$ cat src/rtl/sc_transition_pkg.sv
// Shared state encoding and width constants for the screen-transition sequencer
// and the game-control FSM that drives it.
package sc_transition_pkg;

  localparam int SC_STATE_W        = 3;
  localparam int SC_DEF_STEP_WIDTH = 4;

  typedef enum logic [SC_STATE_W-1:0] {
    SC_IDLE     = 3'd0,
    SC_FADE_OUT = 3'd1,
    SC_HOLD     = 3'd2,
    SC_FADE_IN  = 3'd3,
    SC_DONE     = 3'd4
  } sc_state_e;

  // States in which the timer counter runs and eoc pulses are consumed.
  function automatic logic sc_is_phase(input sc_state_e s);
    return (s == SC_FADE_OUT) || (s == SC_HOLD) || (s == SC_FADE_IN);
  endfunction

endpackage

$ cat src/rtl/sc_transition_step_counter.sv
// Counts accepted eoc events up to a per-phase terminal value; term is a same-cycle flag
// on the event that reaches it, after which the count self-clears. No backpressure.
module sc_transition_step_counter #(
  parameter int WIDTH = 4
) (
  input  logic             clk,
  input  logic             rst_n,
  input  logic             clr,
  input  logic             inc,
  input  logic [WIDTH-1:0] term_val,
  output logic             term
);

  logic [WIDTH-1:0] cnt_q, cnt_d;

  always_comb begin
    cnt_d = cnt_q;
    term  = 1'b0;
    if (clr) begin
      cnt_d = '0;
    end else if (inc) begin
      if (cnt_q == term_val - WIDTH'(1)) begin
        term  = 1'b1;
        cnt_d = '0;
      end else begin
        cnt_d = cnt_q + WIDTH'(1);
      end
    end
  end

  always_ff @(posedge clk or negedge rst_n) begin
    if (!rst_n) cnt_q <= '0;
    else        cnt_q <= cnt_d;
  end

endmodule

$ cat src/rtl/sc_transition_sequencer.sv
// Fade-out / blanked hold / fade-in sequencer paced by the timer's eoc pulse; all outputs
// registered, one cycle after the deciding edge. start is only honoured in IDLE, never queued.
module sc_transition_sequencer
  import sc_transition_pkg::*;
#(
  parameter int FADE_STEPS = 8,
  parameter int HOLD_TICKS = 4,
  parameter int STEP_WIDTH = SC_DEF_STEP_WIDTH
) (
  input  logic                  SC_TRANSEQ_CLOCK_50,
  input  logic                  SC_TRANSEQ_RESET_InLow,
  input  logic                  SC_TRANSEQ_start_InLow,
  input  logic                  SC_TRANSEQ_eoc_InLow,
  output logic                  SC_TRANSEQ_count_OutLow,
  output logic                  SC_TRANSEQ_busy_OutLow,
  output logic                  SC_TRANSEQ_blank_OutLow,
  output logic                  SC_TRANSEQ_swap_OutLow,
  output logic                  SC_TRANSEQ_done_OutLow,
  output logic [STEP_WIDTH-1:0] SC_TRANSEQ_brightness
);

  localparam int HOLD_W = $clog2(HOLD_TICKS + 1);
  localparam int CNT_W  = (HOLD_W > STEP_WIDTH) ? HOLD_W : STEP_WIDTH;
  localparam logic [STEP_WIDTH-1:0] FULL = STEP_WIDTH'(FADE_STEPS);

  sc_state_e             state_q, state_d;
  logic                  restart_q, restart_d;
  logic                  count_q, count_d;
  logic                  busy_q, busy_d;
  logic                  blank_q, blank_d;
  logic                  swap_q, swap_d;
  logic                  done_q, done_d;
  logic [STEP_WIDTH-1:0] bright_q, bright_d;

  logic                  eoc_acc;
  logic                  step_clr;
  logic                  step_term;
  logic [CNT_W-1:0]      step_term_val;

  // The restart cycle lets the timer clear, so any eoc landing in it is stale.
  assign eoc_acc  = !SC_TRANSEQ_eoc_InLow && !restart_q && sc_is_phase(state_q);
  assign step_clr = restart_q || !sc_is_phase(state_q);

  always_comb begin
    step_term_val = CNT_W'(FADE_STEPS);
    if (state_q == SC_HOLD) step_term_val = CNT_W'(HOLD_TICKS);
  end

  sc_transition_step_counter #(
    .WIDTH(CNT_W)
  ) u_step_counter (
    .clk      (SC_TRANSEQ_CLOCK_50),
    .rst_n    (SC_TRANSEQ_RESET_InLow),
    .clr      (step_clr),
    .inc      (eoc_acc),
    .term_val (step_term_val),
    .term     (step_term)
  );

  always_comb begin
    state_d  = state_q;
    bright_d = bright_q;
    case (state_q)
      SC_IDLE: begin
        if (!SC_TRANSEQ_start_InLow) state_d = SC_FADE_OUT;
      end
      SC_FADE_OUT: begin
        if (eoc_acc && (bright_q != '0)) bright_d = bright_q - STEP_WIDTH'(1);
        if (step_term) state_d = SC_HOLD;
      end
      SC_HOLD: begin
        if (step_term) state_d = SC_FADE_IN;
      end
      SC_FADE_IN: begin
        if (eoc_acc && (bright_q != FULL)) bright_d = bright_q + STEP_WIDTH'(1);
        if (step_term) state_d = SC_DONE;
      end
      SC_DONE:  state_d = SC_IDLE;
      default:  state_d = SC_IDLE;
    endcase

    restart_d = sc_is_phase(state_d) && (state_d != state_q);
    count_d   = !(sc_is_phase(state_d) && !restart_d);
    busy_d    = (state_d == SC_IDLE);
    blank_d   = (state_d != SC_HOLD);
    swap_d    = !((state_d == SC_HOLD) && (state_q != SC_HOLD));
    done_d    = (state_d != SC_DONE);
  end

  always_ff @(posedge SC_TRANSEQ_CLOCK_50 or negedge SC_TRANSEQ_RESET_InLow) begin
    if (!SC_TRANSEQ_RESET_InLow) begin
      state_q   <= SC_IDLE;
      restart_q <= 1'b0;
      count_q   <= 1'b1;
      busy_q    <= 1'b1;
      blank_q   <= 1'b1;
      swap_q    <= 1'b1;
      done_q    <= 1'b1;
      bright_q  <= FULL;
    end else begin
      state_q   <= state_d;
      restart_q <= restart_d;
      count_q   <= count_d;
      busy_q    <= busy_d;
      blank_q   <= blank_d;
      swap_q    <= swap_d;
      done_q    <= done_d;
      bright_q  <= bright_d;
    end
  end

  assign SC_TRANSEQ_count_OutLow = count_q;
  assign SC_TRANSEQ_busy_OutLow  = busy_q;
  assign SC_TRANSEQ_blank_OutLow = blank_q;
  assign SC_TRANSEQ_swap_OutLow  = swap_q;
  assign SC_TRANSEQ_done_OutLow  = done_q;
  assign SC_TRANSEQ_brightness   = bright_q;

endmodule
$ cat config.mk
export PLATFORM = sky130hd
export DESIGN_NAME = sc_transition_sequencer
export DESIGN_NICKNAME = d
export VERILOG_FILES = /design/src/rtl/sc_transition_pkg.sv /design/src/rtl/sc_transition_step_counter.sv /design/src/rtl/sc_transition_sequencer.sv
export SDC_FILE = /design/constraint.sdc
export NUM_CORES = 1
export LEC_CHECK = 0
export CORE_MARGIN = 4
export CORE_UTILIZATION = 30
export CTS_CLUSTER_SIZE = 14
export DETAILED_ROUTE_END_ITERATION = 8
export SLEW_MARGIN = 20
export SYNTH_ARGS = -nofsm -noshare
export SYNTH_HDL_FRONTEND = slang
export SYNTH_HIERARCHICAL = 1
export SYNTH_SLANG_ARGS = --single-unit
$ cat constraint.sdc
create_clock -name SC_TRANSEQ_CLOCK_50 -period 3.8 [get_ports SC_TRANSEQ_CLOCK_50]
set_input_delay 0.57 -clock SC_TRANSEQ_CLOCK_50 [delete_from_list [all_inputs] [get_ports SC_TRANSEQ_CLOCK_50]]
set_output_delay 0.57 -clock SC_TRANSEQ_CLOCK_50 [all_outputs]
set_load 0.005 [all_outputs]
After elaboration in Yosys (flattened, before gate mapping) --
Index checks and enable logic that the tools add are counted.
Storage, ports and cells: flip-flop bits (word level) 17, input port bits 4, output and inout bits 9, word-level logic and storage cells 66
Operators by class: add/sub/neg operators 4, equality and inequality tests 14, mux-type cells 15, reductions and logical operators 24
Operators by type and width (number):
- $mux W4 | 6
- $eq A3 B2 Y1 const B | 4
- $mux W3 | 4
- $pmux W3 S4 | 1
- $add A4 B1 Y4 const B | 2
- $pmux W4 S2 | 1
- $sub A4 B1 Y4 const B | 2
- $logic_and A1 B1 Y1 | 7
- $eq A3 B1 Y1 const B | 2
- $logic_not A1 Y1 | 6
- $logic_not A3 Y1 | 2
- $ne A3 B2 Y1 const B | 2
- $logic_or A1 B1 Y1 | 5
- $eq A4 B4 Y1 | 1
- $ne A2 B1 Y1 const B | 2
- $ne A4 B4 Y1 const B | 1
- $reduce_bool A2 Y1 | 2
- $reduce_bool A4 Y1 | 1
- $mux W1 | 3
- $ne A3 B3 Y1 | 1
- $ne A3 B3 Y1 const B | 1
- $reduce_and A3 Y1 | 1

Logic depth before layout (Yosys ltp) --
word-level depth 16, mapped depth 11, mapped depth without buffers 11

Modules after synthesis --
The synthesis kept the hierarchy.
By module, submodules not included:
- sc_transition_sequencer | instances 1, cells each 58, area an instance 638.1 µm², sequential area each 332.8 µm²
- sc_transition_step_counter | instances 1, cells each 31, area an instance 310.3 µm², sequential area each 100.1 µm²

Worst setup path after synthesis --
Ideal clock, no wire load.
kind register to register, start point register state_q[1], end point register blank_q (netlist: SC_TRANSEQ_blank_OutLow), setup time 0.062 ns, arrival 1.976 ns, required time 3.738 ns, slack 1.762 ns, cell stages (with the launch flop) 11, buffers on the path 0, clock period less this slack 2.038 ns, cells stage by stage dfrtp_1 > nor2b_1 > nand2_1 > inv_1 > xnor3_1 > nand3_2 > nor2_2 > and3b_2 > or2b_1 > a31oi_1 > nand2b_1
Between the ends: word-level cells in the longest chain between the ends 10, elaborated cells between the ends (all ways) 21, those cells by class add/sub: 1; eq/ne: 5; mux: 9; reduce/logical: 6
Ends and longest elaborated chain:
- from (decl) | line sc_transition_sequencer.sv:26 | sc_state_e state_q, state_d;
- from (signal assigned) | line sc_transition_sequencer.sv:101 | state_q <= state_d;
- $eq A3 B2 Y1 * | line sc_transition_sequencer.sv:46 | if (state_q == SC_HOLD) step_term_val = CNT_W'(HOLD_TICKS);
- $mux W4 * | line sc_transition_sequencer.sv:46
- net step_term_val[3] | line sc_transition_sequencer.sv:38 | logic [CNT_W-1:0] step_term_val;
- $sub A4 B1 Y4 * | line sc_transition_step_counter.sv:22 | if (cnt_q == term_val - WIDTH'(1)) begin
- $eq A4 B4 Y1 * | line sc_transition_step_counter.sv:22
- $mux W1 * | line sc_transition_step_counter.sv:22
- $mux W1 * | line sc_transition_step_counter.sv:21 | end else if (inc) begin
- $mux W1 * | line sc_transition_step_counter.sv:19 | if (clr) begin
- net step_term | line sc_transition_sequencer.sv:37 | logic step_term;
- $mux W3 (on tied branches) | line sc_transition_sequencer.sv:76, sc_transition_sequencer.sv:69, sc_transition_sequencer.sv:72
- $pmux W3 S4 * | line sc_transition_sequencer.sv:63 | case (state_q)
- net state_d[0] | line sc_transition_sequencer.sv:26
- $ne A3 B2 Y1 * | line sc_transition_sequencer.sv:85 | blank_d = (state_d != SC_HOLD);
- net blank_d | line sc_transition_sequencer.sv:30 | logic blank_q, blank_d;
- to (signal assigned) | line sc_transition_sequencer.sv:105 | blank_q <= blank_d;
- to (decl) | line sc_transition_sequencer.sv:30
The timed path passes the listed nets; every way through them passes the cells marked *. A chain may end at the register's enable or synchronous reset.

Worst setup path after layout --
Ends and elaborated chain as after synthesis.

==> reports/metrics.cfg <==
[outcome]
status = finished, final reports clean

[global_routing]
grt_max_degree = 18
overflow = 0
grt_pass1_vias = 659
antenna_found_initial = 0
grt_pass1_wl_um = 2953
grt_use_total = 0.09208

[logic_synthesis]
ys.warnings.count = 6
avgSynthCellArea_sq_um = 10.66
async_reset_ff_frac = 1.000
synth_most_common_cell = dfrtp_1
synthTopCellsByArea = dfrtp_1 29%, dfstp_2 17%, xnor2_1 6.5%
synth.ff_latch_count = 17
synth_ff_type = dfrtp_1
syn_inst = 89
synth_top_cell_by_area = dfrtp_1
mappedNetlistArea_sq_um = 948.4
synth.top_cell.area_share = 0.2902
ys_seq_area_frac = 0.4565
synth_edf_count = 0
synth.distinct_cells = 34
synthTopCellsByCount = 11 x dfrtp_1, 7 x inv_1, 7 x xnor2_1

[routing]
wl_um = 1561
drt_iter0_drc = 5
dr_total_vias = 655
vias_per_cell = 4.309
drtAntennaViolNets = 0
first_pass_iters = 4
drc_errors = 0
drt-wirelength-per-cell_um = 10.27

[clock_tree]
cts_root_buffer = clkbuf_4
path_clk_slew_ps = 90
clockBufferDepth = 2
ctsHoldBuffers = 0
clock_sinks = 17
clk_latency_ps = 290
htree_levels = 1
cts_resized = 0
cts_tree = yes
numCtsBuffers = 3
post-cts-setup-buffer-count = 0

[finish]
nets = 117
seqCellArea_sq_um = 432.9
insertedDiodeCount = 0
drive_gt1_frac = 0.1667
postLayoutCellArea_sq_mm = 0.001162
area_delta_synth_final_pct = 22.56
fillCellCount = 314
multi_input_area_sq_um = 496.7

[timing]
totalNegativeSetupSlack_ps = 0
maxSlewViolCount = 0
period_share = 0.6063
rsz0062_at_grt = false
final.setup_skew_ps = 6.881
worst_pin_slew_ps = 737.8
setup_viol = 0
hold_violations = 0
slew_headroom = 0.5066
post-route-min-period_ps = 2304
fmaxAchievable_mhz = 434.0

[power]
p_clk_frac = 0.103
p_int_mw = 0.5584
ir_worst_vdd_v = 0.0003460
sequentialPowerShare = 0.373
switchingPower_mw = 0.3341
p_leak_nw = 0.4886
power_density_mw_per_mm2 = 767.8
switching_share = 0.3744
comb_power_share = 0.524

[setup_path]
cp_max_fo = 7
critPathRequiredTime_ps = 4040
crit_type = register to register
end_kind = register
critPathLaunchType = register
crit_arrival_ps = 2540

[placement]
hpwl_um = 1218
portBuffers = 12
dpl-instance-area_sq_mm = 0.001135
gp_congestion = 0.6911

[die]
die-width_um = 64.23
rows = 20
dieArea_sq_mm = 0.004125
dieHeight_um = 64.23
core-area_sq_mm = 0.003028
initial_core_util = 0.3132
io_pins = 13

[flow_run]
max_cap_violations = 0

[hold_path]
hp-class = register to register

-- layer usage --
layer / global-route usage / part of all wire / vias to the layer above
li1: - / - / 335
met1: 0.1076 / 0.45 / 307
met2: 0.1510 / 0.49 / 11
met3: 0.04394 / 0.054 / 2
met4: 0.02375 / 0.0051 / 0
met5: 0 / 0 / -
-- layout make-up --
| class | instances | area share |
|---|---|---|
| Tap cell | 44 | 0.04736 |
| Inverter | 8 | 0.02583 |
| Sequential cell | 17 | 0.3724 |
| Clock buffer | 3 | 0.01938 |
| Clock inverter | 1 | 0.004306 |
| Multi-Input combinational cell | 67 | 0.4273 |
| Timing Repair Buffer | 12 | 0.1033 |
-- power groups by stage --
stage                     registers [mW]  clock network (mW)  logic, mW
after floorplan                    0.326                   0      0.344
after global placement             0.335                   0      0.465
after detailed placement           0.336                   0      0.474
after CTS                          0.334               0.100      0.475
after global routing               0.346               0.111      0.528
final                              0.333              0.0917      0.468
-- registers in the layout (all words and copies together), names as in the netlist --
register and count:
SC_TRANSEQ_blank_OutLow 1, SC_TRANSEQ_brightness 4, SC_TRANSEQ_busy_OutLow 1, SC_TRANSEQ_count_OutLow 1, SC_TRANSEQ_done_OutLow 1, SC_TRANSEQ_swap_OutLow 1, restart_q 1, state_q 3
u_step_counter/cnt_q 4
-- per-stage QoR --
step	utilization	power, mW	instances	setup WS, ps	hold slack (ps)
floorplan	-	0.6697	93	1762	274.4
global placement	0.3748	0.7999	148	1508	498.9
detailed placement	0.3748	0.8106	148	1513	502.8
CTS	0.3839	0.9095	152	1476	512.5
global route	0.3839	0.9854	152	1260	531.1
finish	0.3839	0.8925	152	1496	511.7
-- cell families after synthesis --
kind of cell,share of synthesized area
AO/OA/AOI/OAI,0.09894
XOR/XNOR,0.1346
adder cells (fa/ha/maj),0.05277
buffers and inverters,0.03562
flip-flops,0.4565
multiplexers,0.02770
other,0.003954
AND/OR/NAND/NOR,0.1900
-- critical path, stage by stage, from the launching register on --
cell and delay, ps:
dfrtp_1 460, nor2b_1 240, nand2_1 130, inv_1 100, xnor3_1 310, nand3_2 90
nor2_2 60, and3b_2 270, or2b_1 230, a31oi_1 220, nand2b_1 140
-- worst paths after layout --
path	start	to	slack [ps]	cells past startpoint
worst max-delay path	state_q[1]	SC_TRANSEQ_blank_OutLow	1500	10
worst min-delay path	SC_TRANSEQ_brightness[3]	SC_TRANSEQ_brightness[3]	510	1
worst max register to register	state_q[1]	SC_TRANSEQ_blank_OutLow	1500	10
worst min register to register	SC_TRANSEQ_brightness[3]	SC_TRANSEQ_brightness[3]	510	1
max in group asynchronous	SC_TRANSEQ_RESET_InLow	u_step_counter/cnt_q[3]	2620	1
min in group asynchronous	SC_TRANSEQ_RESET_InLow	SC_TRANSEQ_brightness[1]	710	1
-- layout by cell type, fill, tap and decap left out, types with 2 or more instances in the layout --
cell,n
dfstp_2,6
conb_1,5
nand2b_1,2
xnor2_1,7
nor3_1,4
or3_1,3
nand4_1,2
a21oi_1,3
nand2_1,5
a31oi_1,2
a211oi_1,2
nor2b_1,3
dfrtp_1,11
inv_1,7
nor2_1,4
clkbuf_4,3
ha_1,4
o21ai_0,2
xor2_1,5
clkdlybuf4s50_1,12
Note: power is estimated with default switching activity, not from simulation.
